--- src/rtl/fir_out_decim_if.sv ---
// Stream bundle for fir_out_decim: filter samples in, rescaled samples out.
// The master side drives samples and consumer ready; the slave side is the output stage.
interface fir_out_decim_if #(
  parameter int unsigned DW_IN  = 16,
  parameter int unsigned DW_OUT = 8
);
  logic                     in_valid;
  logic signed [DW_IN-1:0]  Yn;
  logic signed [DW_OUT-1:0] out_data;
  logic                     out_valid;
  logic                     out_ready;

  modport master (
    output in_valid,
    output Yn,
    output out_ready,
    input  out_data,
    input  out_valid
  );

  modport slave (
    input  in_valid,
    input  Yn,
    input  out_ready,
    output out_data,
    output out_valid
  );
endinterface

--- src/rtl/fir_out_decim.sv ---
// FIR output stage: decimate, rescale to DW_OUT bits with round-half-up and
// saturation, buffer in a FWFT FIFO and present over valid/ready.
// Sticky sat/ovf flags report clipping and dropped samples.
module fir_out_decim #(
  parameter int unsigned DW_IN  = 16,
  parameter int unsigned DW_OUT = 8,
  parameter int unsigned SHIFT  = 8,
  parameter int unsigned DECIM  = 2,
  parameter int unsigned DEPTH  = 4
) (
  input  logic                       clk,
  input  logic                       Rst,
  fir_out_decim_if.slave             bus,
  input  logic                       clr_flags,
  output logic [$clog2(DEPTH+1)-1:0] level,
  output logic                       sat,
  output logic                       ovf
);

  localparam int unsigned PW = (DECIM > 1) ? $clog2(DECIM) : 1;
  localparam int unsigned AW = $clog2(DEPTH);
  localparam int unsigned LW = $clog2(DEPTH + 1);
  // One guard bit so the rounding add cannot overflow.
  localparam int unsigned EW = DW_IN + 1;

  localparam logic signed [EW-1:0] RND_HALF = EW'(1 << (SHIFT - 1));
  localparam logic signed [EW-1:0] SAT_HI   = EW'((1 << (DW_OUT - 1)) - 1);
  // Bitwise inverse of 2^k-1 is -2^k in two's complement.
  localparam logic signed [EW-1:0] SAT_LO   = ~SAT_HI;

  // Decimation
  logic [PW-1:0] phase_q, phase_d;
  logic          keep;

  // Rescale
  logic signed [EW-1:0]     yn_ext;
  logic signed [EW-1:0]     rnd_sum;
  logic signed [EW-1:0]     t_val;
  logic signed [DW_OUT-1:0] scaled;
  logic                     clip;

  // Stage 1
  logic                     s1_valid_q;
  logic signed [DW_OUT-1:0] s1_data_q, s1_data_d;

  // FIFO
  logic signed [DW_OUT-1:0] mem [DEPTH];
  logic [AW-1:0]            wr_ptr_q, wr_ptr_d;
  logic [AW-1:0]            rd_ptr_q, rd_ptr_d;
  logic [AW-1:0]            rd_ptr_nxt;
  logic [LW-1:0]            level_q, level_d;
  logic signed [DW_OUT-1:0] out_data_q, out_data_d;
  logic                     push, pop, full, wr_en, drop;

  // Flags
  logic sat_q, sat_d;
  logic ovf_q, ovf_d;

  // Phase counter advances only on valid filter samples; keep on phase 0.
  always_comb begin
    phase_d = phase_q;
    if (bus.in_valid) begin
      if (phase_q == PW'(DECIM - 1)) begin
        phase_d = '0;
      end else begin
        phase_d = phase_q + PW'(1);
      end
    end
    keep = bus.in_valid && (phase_q == '0);
  end

  // Round-half-up via bias then arithmetic shift, then clip to DW_OUT range.
  always_comb begin
    yn_ext  = {bus.Yn[DW_IN-1], bus.Yn};
    rnd_sum = yn_ext + RND_HALF;
    t_val   = rnd_sum >>> SHIFT;
    clip    = 1'b0;
    scaled  = t_val[DW_OUT-1:0];
    if (t_val > SAT_HI) begin
      scaled = SAT_HI[DW_OUT-1:0];
      clip   = 1'b1;
    end else if (t_val < SAT_LO) begin
      scaled = SAT_LO[DW_OUT-1:0];
      clip   = 1'b1;
    end
  end

  // Stage-1 data only loads on kept samples; sat set event beats clear.
  always_comb begin
    s1_data_d = keep ? scaled : s1_data_q;
    sat_d     = sat_q;
    if (keep && clip) begin
      sat_d = 1'b1;
    end else if (clr_flags) begin
      sat_d = 1'b0;
    end
  end

  // FIFO control: a push into a full FIFO only lands if a pop frees a slot.
  always_comb begin
    push       = s1_valid_q;
    full       = (level_q == LW'(DEPTH));
    pop        = (level_q != '0) && bus.out_ready;
    wr_en      = push && (!full || pop);
    drop       = push && full && !pop;
    rd_ptr_nxt = rd_ptr_q + AW'(1);

    wr_ptr_d = wr_en ? wr_ptr_q + AW'(1) : wr_ptr_q;
    rd_ptr_d = pop ? rd_ptr_nxt : rd_ptr_q;

    level_d = level_q;
    if (wr_en && !pop) begin
      level_d = level_q + LW'(1);
    end else if (!wr_en && pop) begin
      level_d = level_q - LW'(1);
    end

    ovf_d = ovf_q;
    if (drop) begin
      ovf_d = 1'b1;
    end else if (clr_flags) begin
      ovf_d = 1'b0;
    end
  end

  // Registered head: track what the head will be after this edge, hold when empty.
  always_comb begin
    out_data_d = out_data_q;
    if (level_d != '0) begin
      if ((level_q == '0) || ((level_q == LW'(1)) && pop)) begin
        // Head slot is (or becomes) the entry being written this edge.
        out_data_d = s1_data_q;
      end else if (pop) begin
        out_data_d = mem[rd_ptr_nxt];
      end
    end
  end

  // Control and datapath registers with synchronous reset.
  always_ff @(posedge clk) begin
    if (Rst) begin
      phase_q    <= '0;
      s1_valid_q <= 1'b0;
      s1_data_q  <= '0;
      wr_ptr_q   <= '0;
      rd_ptr_q   <= '0;
      level_q    <= '0;
      out_data_q <= '0;
      sat_q      <= 1'b0;
      ovf_q      <= 1'b0;
    end else begin
      phase_q    <= phase_d;
      s1_valid_q <= keep;
      s1_data_q  <= s1_data_d;
      wr_ptr_q   <= wr_ptr_d;
      rd_ptr_q   <= rd_ptr_d;
      level_q    <= level_d;
      out_data_q <= out_data_d;
      sat_q      <= sat_d;
      ovf_q      <= ovf_d;
    end
  end

  // Storage array; contents are invalidated by pointer reset, not cleared.
  always_ff @(posedge clk) begin
    if (!Rst && wr_en) begin
      mem[wr_ptr_q] <= s1_data_q;
    end
  end

  assign bus.out_data  = out_data_q;
  assign bus.out_valid = (level_q != '0);
  assign level         = level_q;
  assign sat           = sat_q;
  assign ovf           = ovf_q;

endmodule
--- src/flat_wrapper.sv ---
// flat-port wrapper written by rule: the top's interface ports become plain ports
module fir_out_decim_flat 
#(
  parameter int unsigned DW_IN  = 16,
  parameter int unsigned DW_OUT = 8,
  parameter int unsigned SHIFT  = 8,
  parameter int unsigned DECIM  = 2,
  parameter int unsigned DEPTH  = 4
)
  (clk, Rst, clr_flags, level, sat, ovf, bus_in_valid, bus_Yn, bus_out_ready, bus_out_data, bus_out_valid);
  fir_out_decim_if #(.DW_IN(DW_IN), .DW_OUT(DW_OUT)) bus_i ();
  input  logic clk;
  input  logic Rst;
  input  logic clr_flags;
  output logic [$clog2(DEPTH+1)-1:0] level;
  output logic sat;
  output logic ovf;
  input wire logic [$bits(bus_i.in_valid)-1:0] bus_in_valid;
  input wire logic [$bits(bus_i.Yn)-1:0] bus_Yn;
  input wire logic [$bits(bus_i.out_ready)-1:0] bus_out_ready;
  output wire logic [$bits(bus_i.out_data)-1:0] bus_out_data;
  output wire logic [$bits(bus_i.out_valid)-1:0] bus_out_valid;
  assign bus_i.in_valid = bus_in_valid;
  assign bus_i.Yn = bus_Yn;
  assign bus_i.out_ready = bus_out_ready;
  assign bus_out_data = bus_i.out_data;
  assign bus_out_valid = bus_i.out_valid;
  fir_out_decim #(.DW_IN(DW_IN), .DW_OUT(DW_OUT), .SHIFT(SHIFT), .DECIM(DECIM), .DEPTH(DEPTH)) u_core (.clk(clk), .Rst(Rst), .bus(bus_i), .clr_flags(clr_flags), .level(level), .sat(sat), .ovf(ovf));
endmodule
--- config.mk ---
export PLATFORM = sky130hd
export DESIGN_NAME = fir_out_decim_flat
export DESIGN_NICKNAME = d
export VERILOG_FILES = /design/src/rtl/fir_out_decim_if.sv /design/src/rtl/fir_out_decim.sv /design/src/flat_wrapper.sv
export SDC_FILE = /design/constraint.sdc
export NUM_CORES = 1
export LEC_CHECK = 0
export ABC_AREA = 1
export BUFFER_PORTS_ARGS = -buffer_cell sky130_fd_sc_hd__buf_4
export CELL_PAD_IN_SITES_DETAIL_PLACEMENT = 0
export CELL_PAD_IN_SITES_GLOBAL_PLACEMENT = 2
export CORE_MARGIN = 1
export CORE_UTILIZATION = 23
export DETAILED_ROUTE_END_ITERATION = 10
export HOLD_SLACK_MARGIN = 0.02
export PLACE_DENSITY = 0.65
export SYNTH_ARGS = -nofsm -noshare
export SYNTH_HDL_FRONTEND = slang
export SYNTH_SLANG_ARGS = --single-unit
--- constraint.sdc ---
create_clock -name clk -period 5.6 [get_ports clk]
set_input_delay 0.28 -clock clk [delete_from_list [all_inputs] [get_ports clk]]
set_output_delay 0.28 -clock clk [all_outputs]
set_load 0.02 [all_outputs]
### Word-level counts from Yosys, hierarchy flattened

Memory sizes are Yosys's and may differ from the RTL's.
Cells that the tools add are included.
W data, S select, Z words.

* register bits: 27
* memory bits (writable): 32
* input bits: 21
* word-level logic and storage cells: 58
* memories: 1

* add/subtract/negate cells: 6
* magnitude comparators: 2
* equal/unequal tests: 2
* muxes and demuxes: 14
* bitwise gates (word level): 1
* reduce and logical (&&, ||, !) cells: 23

Memories
* u_core.mem: words 4, width 8, rd ports 1, clocked after Yosys merged registers in 0, write ports 1, line fir_out_decim.sv:47 `logic signed [DW_OUT-1:0] mem [DEPTH];`

Operator list (number)
* $mux W8: 4
* $add A16 B9 Y17 const B: 1
* $logic_and A1 B1 Y1: 10
* $gt A9 B8 Y1 const B: 1
* $lt A9 B8 Y1 const B: 1
* $mux W1: 8
* $mux W3: 2
* $reduce_bool A2 Y1: 3
* $reduce_bool A3 Y1: 2
* $add A2 B1 Y2 const B: 2
* $logic_not A1 Y1: 4
* $add A3 B1 Y3 const B: 1
* $eq A3 B1 Y1 const B: 1
* $eq A3 B3 Y1 const B: 1
* $logic_not A3 Y1: 1
* $sub A3 B1 Y3 const B: 1
* $logic_or A1 B1 Y1: 2
* $reduce_and A2 Y1: 1
* $add A1 B1 Y1 const B: 1
* $not A1 Y1: 1

### Logic depth before layout (Yosys ltp)

* depth in word-level cells: 10
* depth in mapped cells: 14

### Least setup slack after synthesis

Ideal clock, no wire load.

* path type: register to register
* start point: reg u_core.level_q[0] (netlist: u_core.level[0])
* end point: mem u_core.mem[0][0], enable pin
* library setup time: 371 ps
* arrival time: 1620 ps
* data required time: 5229 ps
* setup slack: 3609 ps
* cell stages (with the launch flop): 8
* buffers on the path: 0
* clock period less this slack: 1991 ps
* cells stage by stage: dfxtp_1 > inv_1 > ha_1 > nand2_1 > o21ai_2 > inv_2 > nand2_1 > nor2_1

* word-level cells in the longest chain between the ends: 7
* elaborated cells on any way between the ends: 9
* classes of those cells: eq/ne: 1; mux: 2; reduce/logical: 6

Ends and longest elaborated chain
* start, declared: line fir_out_decim.sv:51 `logic [LW-1:0] level_q, level_d;`
* start signal, assigned: line fir_out_decim.sv:157 `level_q <= level_d;`
* $eq A3 B3 Y1 / $reduce_bool A3 Y1 (equally long branches): line fir_out_decim.sv:102, fir_out_decim.sv:103
* $logic_not A1 Y1 / $logic_and A1 B1 Y1 (equally long branches): line fir_out_decim.sv:104, fir_out_decim.sv:103
* $logic_or A1 B1 Y1 *: line fir_out_decim.sv:104 `wr_en = push && (!full || pop);`
* $logic_and A1 B1 Y1 *: line fir_out_decim.sv:104
* $logic_and A1 B1 Y1 *: line fir_out_decim.sv:166 `if (!Rst && wr_en) begin`
* $mux W1 *: line fir_out_decim.sv:166
* $mux W1 (not written as such) *: line fir_out_decim.sv:167 `mem[wr_ptr_q] <= s1_data_q;`
* end, declared: line fir_out_decim.sv:47

Mark *: on every way between the ends. The rest lies on a longest branch, timed or not.

### Worst setup path in the final report

* start point: reg u_core.level_q[0] (netlist: u_core.level[0])
* end point: mem u_core.mem[1][1], enable pin

Same word-level chain as after synthesis.

==> key figures <==
Setup path
  – Worst setup SP type: register
  – Critical-path top delay cell: nor2_1
  – Slowest stage delay, CP: 0.60 ns
  – Worst path most repeated cell: nand2_1
  – Critical path endpoint category: register
  – Worst-case reg-to-reg path depth: 7
  – R2R setup slack: 3.41 ns
  – WS Path Type: reg2reg
  – Worst-path cell chain: inv_1, ha_1, nand2_1, o21ai_2, inv_2, nand2_1, nor2_1
  – CP Launch Point: u_core.level[0]
  – RR Endpoint: u_core.mem[1][1]
  – Setup crit end: u_core.mem[1][1]
  – CP max FO: 8
  – Req. time, crit path: approximately 5.6 ns
  – R2r startpoint: u_core.level[0]
  – Crit path DAT: 2.14 ns

Floorplanning
  – Die extent in x: 111.5 µm
  – Full die area: approximately 12,000 µm²
  – Die Y: about 110 µm
  – Initial Util: 23.86%
  – Row cnt: 39
  – # IOs: 35
  – Core Footprint: 11,560 µm²

Layout
  – Most frequent cells in the layout: nand2_1, inv_1, edfxtp_1, buf_4, dfxtp_1
  – Commonest non-fill, non-tap cell in the layout: nand2_1
  – Antenna cell count: 0
  – Finished Layout Cells: between 400 and 500
  – # fillers: between 1,000 and 1,500
  – Final #Nets: between 300 and 400
  – Syn-to-layout area delta: 23.49%
  – Proportion of layout cells with a drive suffix above 1: 22.53%

Power and ir drop
  – Power Density: 458.1 nW/µm²
  – Leakage: between 1 and 1.5 nW
  – Max VDD drop: between 150 and 200 µV

STA
  – Clock Skews: between 0.006 and 0.007 ns
  – Minimum clock period after layout: ~2.2 ns
  – Setup-failing EPs final: 0
  – Normalized max-slew margin: 51.06%
  – Worst slew pin tran: 0.7313 ns
  – Period utilization: 39.08%
  – Max Slew Vio Count: 0
  – Hold_ws: 0.2207 ns
  – Fin Setup TNS: 0 ns
  – Hold Vio Cnt, Final: 0
  – Peak Freq: approximately 460 MHz
  – RSZ-0062 raised after global routing: false

Placed design
  – Placed cell count: around 450
  – Hpwl dp: 3958 µm
  – PortBufs: 27
  – Placer Congestion: 0.7030

Global routing
  – Total track usage: 9.718%
  – First-pass GRT wire length: 9252 µm
  – Initial antenna violation count: 0
  – Grt total ovfl: 0
  – Number of global-route vias before repair: 1,881
  – Pin count of the biggest net entering global routing: 19

Clocking
  – Post-CTS resize count: 0
  – # hold bufs at CTS: 0
  – Clock slew at reported path FFs: around 0.05 ns
  – CTS tree: yes
  – Max Buffers Root-to-Sink: 2
  – H-tree levels: 3
  – Clk sinks: 59
  – Num CTS Buffers: 9
  – Clk_lat worst skew: approximately 0.33 ns
  – Root Buffer: clkbuf_16
  – Post-CTS Setup Bufs: 0

Yosys
  – Mapped Nets: ~320
  – #FFs+latches synth: roughly 60
  – Post-Syn Area: approximately 2800 µm²
  – Mean area per synthesized cell: between 9 and 10 µm²
  – Cell taking the most area after synthesis: edfxtp_1
  – Yosys warns: 0
  – Top cells by area, synth: edfxtp_1, dfxtp_1, nand2_1, inv_1, a21oi_1
  – Gate Count Post-Synth: 287
  – Post-synth top area share: about a third
  – Sequential area share after synthesis: 54.42%
  – Post-synth cell types: 31

Routing
  – Antenna viol nets, final: 0
  – Routed wire length: 5371 µm
  – Vias: 1,897
  – DRC: 4
  – First-pass iteration count of the detailed router: 7
  – Iteration-0 DRC Markers: 89
  – Vias/cell: between 4 and 5
  – Wire per inst: 11.50 µm

Flow run
  – Max-capacitance violation count: 0

Hold path
  – Hold WC Path Type: in2reg

Status
  – Violated checks: design-rule violations
  – Status: finished with violations
power breakdown:
| group | internal (mW) | total [mW] | switching (mW) |
|---|---|---|---|
| logic | 0.168 | 0.449 | 0.282 |
| clock network | 0.383 | 0.565 | 0.183 |
| registers | 0.507 | 0.546 | 0.0392 |
| total | 1.06 | 1.56 | 0.503 |
cell families (layout without fill, tap and decap cells):
family,after synthesis,in the layout,share of synthesized area (%)
buffers and inverters,42,79,6.485
multiplexers,2,2,0.7257
adder cells (fa/ha/maj),9,9,4.082
AND/OR/NAND/NOR,113,113,21.04
AO/OA/AOI/OAI,56,56,11.34
flip-flops,59,59,54.42
XOR/XNOR,6,6,1.905
registers in the layout (all words and copies together), names as in the netlist:
| name | flops |
|---|---|
| u_core.bus.out_data | 8 |
| u_core.level | 3 |
| u_core.mem | 32 |
| u_core.ovf | 1 |
| u_core.phase_q | 1 |
| u_core.push | 1 |
| u_core.rd_ptr_q | 2 |
| u_core.s1_data_q | 8 |
| u_core.sat | 1 |
| u_core.wr_ptr_q | 2 |
cells in the mapped netlist, drive strengths merged:
| library cell | n |
|---|---|
| nand3b | 1 |
| ha | 9 |
| xor2 | 3 |
| buf | 3 |
| o21ai | 20 |
| mux2i | 2 |
| a2bb2oi | 1 |
| dfxtp | 27 |
| inv | 37 |
| nand4 | 5 |
| xnor2 | 3 |
| a21oi | 23 |
| o211ai | 3 |
| a22oi | 5 |
| edfxtp | 32 |
| nand3 | 14 |
| o22ai | 4 |
| clkbuf | 2 |
| nand2 | 56 |
| or2 | 1 |
| nor2 | 36 |
critical path, delay by kind of cell (launching register included):
kind / cells / cell delay [ns]
compound gates: 1 / 0.11
fa+ha+maj: 1 / 0.26
buf+inv: 2 / 0.19
simple gates: 3 / 0.85
flops: 1 / 0.40
final cells by class:
cell class	instances	area (µm²)	share of cell area (%)
flip-flops and latches	59	1501	44.07
multi-input cells	186	1079	31.66
clock buffers	9	225.2	6.610
repair buffers	27	202.7	5.949
well taps	143	178.9	5.252
inverters	37	138.9	4.076
clock inverters	6	81.33	2.387
metal layers:
layer | global-route usage [%] | wire, µm | vias up
met3 | 2.776 | 222 | 11
met4 | 5.946 | 147 | 0
li1 | - | - | 1033
met5 | 0 | 0 | -
met1 | 12.73 | 2758 | 817
met2 | 14.12 | 2243 | 36
how the worst min path moves through the flow:
stage | start | end | slack (ns) | cells after the start
6_report | clr_flags | u_core.ovf | 0.22 | 4
4_1_cts | clr_flags | u_core.ovf | 0.21 | 4
3_5_place_dp | u_core.ovf | u_core.ovf | 0.46 | 2
2_1_floorplan | u_core.phase_q | u_core.phase_q | 0.46 | 2
3_3_place_gp | u_core.ovf | u_core.ovf | 0.46 | 2
5_1_grt | Rst | u_core.ovf | 0.24 | 2
stage by stage:
step           util [%]  worst slack [ns]  power [mW]  area (µm²)
3_5_place_dp      26.81             3.365       1.013        3100
5_1_grt           29.46             3.151       1.653        3407
2_1_floorplan         -             3.609      0.9027        2759
3_3_place_gp      26.81             3.345       1.010        3100
6_report          29.46             3.411       1.561        3407
4_1_cts           29.46             3.349       1.588        3407
Note: power is estimated with default switching activity, not from simulation.
